### src/rtl/ddr_sched_pkg.sv
// Shared command codes, scheduler state encoding and length helper for the
// DDR ring-buffer burst scheduler.
package ddr_sched_pkg;

  localparam logic [2:0] CMD_WR = 3'b000;
  localparam logic [2:0] CMD_RD = 3'b001;

  typedef enum logic [2:0] {
    ST_WAIT_CAL,
    ST_ARB,
    ST_REQ,
    ST_RUN,
    ST_FIN
  } sched_state_t;

  function automatic logic [31:0] min3(input logic [31:0] a,
                                       input logic [31:0] b,
                                       input logic [31:0] c);
    logic [31:0] m;
    m = (a < b) ? a : b;
    return (m < c) ? m : c;
  endfunction

endpackage

### src/rtl/ddr_cpl_sync.sv
// Brings the asynchronous acquisition-complete level into ddr_ui_clk and
// emits a one-cycle pulse on its rising edge.
module ddr_cpl_sync (
  input  logic ddr_ui_clk,
  input  logic ddr_log_rst_n,
  input  logic complete,
  output logic complete_rise
);

  // [0],[1] form the synchroniser; [2] holds the previous synchronised value
  logic [2:0] sync_q;

  always_ff @(posedge ddr_ui_clk or negedge ddr_log_rst_n) begin
    if (!ddr_log_rst_n) sync_q <= '0;
    else                sync_q <= {sync_q[1:0], complete};
  end

  assign complete_rise = sync_q[1] & ~sync_q[2];

endmodule

### src/rtl/ddr_burst_sched.sv
// Ring-buffer burst scheduler: arbitrates write/read bursts to the DDR command
// engine, tracks wrap-around pointers and runs the end-of-acquisition flush.
//
// state    | meaning
// WAIT_CAL | waiting for MIG calibration
// ARB      | choose next burst, or finish when flush has drained
// REQ      | burst presented, waiting for engine ack
// RUN      | burst accepted, waiting for engine done
// FIN      | one-cycle finish pulse, flush latch cleared
module ddr_burst_sched
  import ddr_sched_pkg::*;
#(
  parameter int ADDR_WIDTH     = 30,
  parameter int BURST_LEN      = 128,
  parameter int ADDR_INC       = 8,
  parameter int BUF_BASE       = 0,
  parameter int BUF_BEATS_LOG2 = 22,
  parameter int UP_URGENT      = 768
) (
  input  logic                      ddr_ui_clk,
  input  logic                      ddr_log_rst_n,
  input  logic                      init_calib_complete,
  input  logic                      complete,
  input  logic [9:0]                i_rd_data_count,
  input  logic [9:0]                i_dn_free,
  output logic                      o_burst_req,
  output logic [2:0]                o_burst_cmd,
  output logic [ADDR_WIDTH-1:0]     o_burst_addr,
  output logic [7:0]                o_burst_len,
  input  logic                      i_burst_ack,
  input  logic                      i_burst_done,
  output logic                      o_rd_data_finish,
  output logic [BUF_BEATS_LOG2:0]   o_fill_level,
  output logic                      o_busy
);

  localparam int          PW        = BUF_BEATS_LOG2 + 1;
  localparam logic [31:0] BUF_BEATS = 32'(1) << BUF_BEATS_LOG2;
  localparam logic [31:0] BL        = 32'(BURST_LEN);

  sched_state_t state_q, state_d;
  logic [PW-1:0] wr_ptr_q, rd_ptr_q, fill;
  logic [BUF_BEATS_LOG2-1:0] sel_ptr;
  logic flush_q, last_wr_q, complete_rise;
  logic [31:0] fill32, free32, cnt32, dn32, wr_cap, rd_cap, wr_len, rd_len, rd_need;
  logic wr_ok, rd_ok, pick_wr, launch, burst_end;

  ddr_cpl_sync u_cpl_sync (
    .ddr_ui_clk    (ddr_ui_clk),
    .ddr_log_rst_n (ddr_log_rst_n),
    .complete      (complete),
    .complete_rise (complete_rise)
  );

  assign fill    = wr_ptr_q - rd_ptr_q;
  assign fill32  = 32'(fill);
  assign free32  = BUF_BEATS - fill32;
  assign cnt32   = 32'(i_rd_data_count);
  assign dn32    = 32'(i_dn_free);
  // bursts stop at the end of the buffer so the engine never sees a wrap
  assign wr_cap  = BUF_BEATS - 32'(wr_ptr_q[BUF_BEATS_LOG2-1:0]);
  assign rd_cap  = BUF_BEATS - 32'(rd_ptr_q[BUF_BEATS_LOG2-1:0]);
  assign wr_len  = min3(cnt32, BL, (free32 < wr_cap) ? free32 : wr_cap);
  assign rd_len  = min3(fill32, BL, rd_cap);
  assign rd_need = (fill32 < BL) ? fill32 : BL;

  assign wr_ok = flush_q ? (cnt32 != 0 && free32 != 0)
                         : (cnt32 >= BL && fill32 <= BUF_BEATS - BL);
  assign rd_ok = flush_q ? (fill32 != 0 && dn32 >= rd_need)
                         : (fill32 >= BL && dn32 >= BL);
  assign pick_wr = wr_ok && (!rd_ok || cnt32 >= 32'(UP_URGENT) || !last_wr_q);
  assign sel_ptr = pick_wr ? wr_ptr_q[BUF_BEATS_LOG2-1:0] : rd_ptr_q[BUF_BEATS_LOG2-1:0];

  always_comb begin
    state_d   = state_q;
    launch    = 1'b0;
    burst_end = 1'b0;
    unique case (state_q)
      ST_WAIT_CAL: if (init_calib_complete) state_d = ST_ARB;
      ST_ARB: begin
        if (flush_q && cnt32 == 0 && fill32 == 0) begin
          state_d = ST_FIN;
        end else if (wr_ok || rd_ok) begin
          state_d = ST_REQ;
          launch  = 1'b1;
        end
      end
      ST_REQ: begin
        if (i_burst_ack) begin
          burst_end = i_burst_done;
          state_d   = i_burst_done ? ST_ARB : ST_RUN;
        end
      end
      ST_RUN: begin
        if (i_burst_done) begin
          burst_end = 1'b1;
          state_d   = ST_ARB;
        end
      end
      ST_FIN:  state_d = ST_ARB;
      default: state_d = ST_WAIT_CAL;
    endcase
  end

  always_ff @(posedge ddr_ui_clk or negedge ddr_log_rst_n) begin
    if (!ddr_log_rst_n) begin
      state_q      <= ST_WAIT_CAL;
      wr_ptr_q     <= '0;
      rd_ptr_q     <= '0;
      flush_q      <= 1'b0;
      last_wr_q    <= 1'b0;
      o_burst_cmd  <= CMD_WR;
      o_burst_addr <= '0;
      o_burst_len  <= '0;
    end else begin
      state_q <= state_d;
      if (state_q == ST_FIN)  flush_q <= 1'b0;
      else if (complete_rise) flush_q <= 1'b1;
      if (launch) begin
        o_burst_cmd  <= pick_wr ? CMD_WR : CMD_RD;
        o_burst_addr <= ADDR_WIDTH'(BUF_BASE) + ADDR_WIDTH'(sel_ptr) * ADDR_WIDTH'(ADDR_INC);
        o_burst_len  <= 8'(pick_wr ? wr_len : rd_len);
      end
      if (state_q == ST_REQ && i_burst_ack) last_wr_q <= (o_burst_cmd == CMD_WR);
      if (burst_end) begin
        if (o_burst_cmd == CMD_WR) wr_ptr_q <= wr_ptr_q + PW'(o_burst_len);
        else                       rd_ptr_q <= rd_ptr_q + PW'(o_burst_len);
      end
    end
  end

  assign o_burst_req      = (state_q == ST_REQ);
  assign o_rd_data_finish = (state_q == ST_FIN);
  assign o_busy           = (state_q == ST_REQ) || (state_q == ST_RUN) || (state_q == ST_FIN);
  assign o_fill_level     = fill;

endmodule

### config.mk
export PLATFORM = sky130hd
export DESIGN_NAME = ddr_burst_sched
export DESIGN_NICKNAME = d
export VERILOG_FILES = /design/src/rtl/ddr_sched_pkg.sv /design/src/rtl/ddr_cpl_sync.sv /design/src/rtl/ddr_burst_sched.sv
export SDC_FILE = /design/constraint.sdc
export NUM_CORES = 1
export LEC_CHECK = 0
export ABC_AREA = 1
export BUFFER_PORTS_ARGS = -buffer_cell sky130_fd_sc_hd__buf_2
export CORE_UTILIZATION = 45
export CTS_BUF_LIST = sky130_fd_sc_hd__clkbuf_16
export DETAILED_ROUTE_END_ITERATION = 8
export SLEW_MARGIN = 20
export SYNTH_ARGS = -nofsm -noshare
export SYNTH_HDL_FRONTEND = slang
export SYNTH_SLANG_ARGS = --single-unit
### constraint.sdc
create_clock -name ddr_ui_clk -period 14.91 [get_ports ddr_ui_clk]
set_input_delay 1.491 -clock ddr_ui_clk [delete_from_list [all_inputs] [get_ports ddr_ui_clk]]
set_output_delay 1.491 -clock ddr_ui_clk [all_outputs]
set_load 0.02 [all_outputs]
==> impl_metrics.tcl <==
set metrics [dict create \
    cp.arrival_ps 6770 \
    holdPathEnd "u_cpl_sync.sync_q[1]" \
    ys.warnings.count 0 \
    start_util_pct 45.8 \
    power.total_uw 2530 \
    netlist_instances 1491 \
    intPower_uw 1020 \
    grt-busiest-layer "met2" \
    multiInputGateArea_um2 6450 \
    hold_buffers 0 \
    syn-mean-instance-area_um2 6.44 \
    clkSinkCount 85 \
    violations "DRC" \
    startpoint_type "flop" \
    synthArstFlopShare_pct 100 \
    grt_antenna_before_repair 0 \
    ioPinCount 93 \
    rsz0062_at_grt "no" \
    dr.pass1.iters 7 \
    hold-worst-slack_ps 350 \
    die-area_um2 21900 \
    critPathRequiredTime_ps 15140 \
    dr_total_vias 9661 \
    ant_nets 0 \
    grt_pass1_vias 9194 \
    hold_path_class "reg -> reg" \
    drtIter0Drc 544 \
    period_share_pct 43.9 \
    gr-usage-met2_pct 49.7 \
    portBuffers 82 \
    slowest_delay_ps 490 \
    ctsHtreeMaxLevel 3 \
    r2r-start "wr_ptr_q[0]" \
    root_buffer "clkbuf_16" \
    dp_cells 1847 \
    p_clk_share_pct 8.5 \
    slew_violations 0 \
    syn2layout_area_growth_pct 10.1 \
    hold_start "u_cpl_sync.sync_q[0]" \
    grt_util_all_layers_pct 28.3 \
    grt_max_degree 67 \
    fp.coreArea_um2 21000 \
    gp_congestion 0.985 \
    pwr-share-seq_pct 16.6 \
    ctsResizeCount 0 \
    die_w_um 148 \
    rows 53 \
    crit_fanout 24 \
    final-instance-count-excl-fill 1862 \
    fmax_mhz 153 \
    synth_top_area_share_pct 22.1 \
    rr_worst_depth 43 \
    cts_tree "yes" \
    crit_top_cell "nand2_1" \
    yosys.cell_types.count 52 \
    min_period_ps 6540 \
    clk_pin_slew_ps 60 \
    fill_cells 2300 \
    wl_per_cell_um 16.2 \
    synth_seq_area_share_pct 22.1 \
    synthesis.area_um2 9600 \
    hold_violations 0 \
    peakVddDrop_v 0.000137 \
    synthFlopType "dfrtp_1" \
    use_met3_pct 3.53 \
    final_core_util_pct 50.4 \
    p_comb_share_pct 74.9 \
    hold_depth 0 \
    power_density_nw_per_um2 239 \
    cpMaxStageDelayCell "o21ai_0" \
    sw_frac_of_total_pct 59.5 \
    p_switching_uw 1500 \
    final-setup-viol-count 0 \
    leakagePower_uw 0.00576 \
    use_met1_pct 36.0 \
    grt_overflow 0 \
    nNetsFinal 1717 \
    clock_latency_ps 350 \
    die_y_um 148 \
    dp_hpwl_um 25200 \
    endpoint_kind "flop" \
    drive_gt1_share_pct 8.63 \
    status "finished, violations left" \
    worstSetupPathType "reg -> reg" \
    diodes 0 \
    synthTopCellsByArea "dfrtp_1, nand2_1, ha_1" \
    fin_worst_skew_ps 12.0 \
    cts.path.max_buffers 2 \
    numCtsBuffers 9 \
    seq_area_um2 2130 \
    yosysTopAreaCell "dfrtp_1" \
    drc 2 \
    slew_headroom_pct 38.4 \
    synth_edf_count 0 \
    grt_pass1_wl_um 48400 \
    cap_violations 0 \
    synth-seq-cells 85 \
    postCtsSetupBuffers 0 \
    wl_um 30200 \
    regToRegSetupSlack_ps 8370 \
    worst_pin_slew_ps 923 \
    via_per_inst 5.19 \
    worstReg2RegEnd "o_burst_len[7]" \
    setup-tns-final_ps 0 \
]
## synth_stat cells (2+ instances only)
cell and number:
nand3_1 100, xor2_1 62, nand3_2 2, a21oi_1 110, o21ai_0 53, nand2_1 366
a21o_1 2, inv_2 5, inv_1 243, nor2_2 4, nor4_1 8, a31oi_1 4
o311ai_0 2, nor2_1 162, o21bai_1 3, a211oi_1 4, dfrtp_1 85, nand3b_1 7
nor3_1 29, buf_4 14, o21a_1 5, nor3_2 2, fa_1 3, clkbuf_1 8
buf_2 8, nand2_4 2, nor2_4 2, o211ai_1 3, ha_1 105, nand4_1 41
clkinv_1 2, conb_1 2, xnor2_1 11, nand2_2 14
## registers in the layout, indices dropped and copies added (netlist names)
signal,flops
u_cpl_sync.sync_q,3
o_burst_cmd,1
wr_ptr_q,23
last_wr_q,1
o_burst_len,8
o_burst_addr,22
flush_q,1
state_q,3
rd_ptr_q,23
## how the worst max path moves through the flow
stage          slack, ps        endpoint   startpoint  depth (start not counted)
2_1_floorplan       9270  o_burst_len[7]  wr_ptr_q[0]                         46
3_3_place_gp        8490  o_burst_len[5]  wr_ptr_q[0]                         35
3_5_place_dp        8440  o_burst_len[0]  wr_ptr_q[0]                         35
4_1_cts             8390  o_burst_len[7]  wr_ptr_q[0]                         35
5_1_grt             7770  o_burst_len[6]  wr_ptr_q[0]                         35
6_report            8370  o_burst_len[7]  wr_ptr_q[0]                         43
## worst max-delay path: cells and delay by family, from the launching register on
family | cells | cell delay, ps
compound gates | 5 | 1020
fa+ha+maj | 5 | 1510
buf+inv | 8 | 690
flops | 1 | 430
simple gates | 25 | 2770
## per-stage QoR
stage	setup slack, ps	instance area (um2)
6_report	8370	10600
5_1_grt	7770	10600
4_1_cts	8390	10600
3_5_place_dp	8440	10300
3_3_place_gp	8490	10300
2_1_floorplan	9270	9700
## logic make-up (layout without fill, tap and decap cells)
logic type	count (synthesis)	after routing	synth area share, %
other	2	29	0.0782
adders and majority gates	108	108	14.3
xor gates and xnor gates	74	74	6.83
DFF	85	85	22.1
and+or+nand+nor	744	744	33.6
AOI/OAI and AO/OA	196	196	11.2
buffers and inverters	281	350	11.7
muxes	1	1	0.104
## cells in the final DEF, fill, tap and decap left out, types with 8 or more instances in the layout
master	count
buf_2	81
a21oi_1	110
o21ai_0	53
conb_1	29
ha_1	105
xor2_1	62
nand3_1	100
nand4_1	41
xnor2_1	11
dfrtp_1	85
inv_1	243
nand2_2	14
nor2_1	162
nor4_1	8
nand2_1	366
nor3_1	29
clkbuf_16	9
## final cells by class
type	count	share of cell area [%]
Clock buffer	9	2.13
Clock inverter	6	0.450
Multi-Input combinational cell	1152	61.0
Tap cell	275	3.26
Inverter	250	8.88
Sequential cell	85	20.1
Timing Repair Buffer	85	4.12
## routing by layer
layer / vias to the layer above / wire (um)
li1: 4950 / -
met1: 4439 / 13500
met2: 230 / 14800
met3: 42 / 1200
met4: 0 / 742
met5: - / 0
## power groups by stage
stage / clock, uW / combinational, uW / sequential (uW)
final: 216 / 1890 / 420
after global routing: 227 / 2140 / 431
after CTS: 220 / 1880 / 420
after detailed placement: 0 / 1870 / 424
after global placement: 0 / 1870 / 423
after floorplan: 0 / 1330 / 432
No activity file was read; power rests on OpenSTA's default activity.
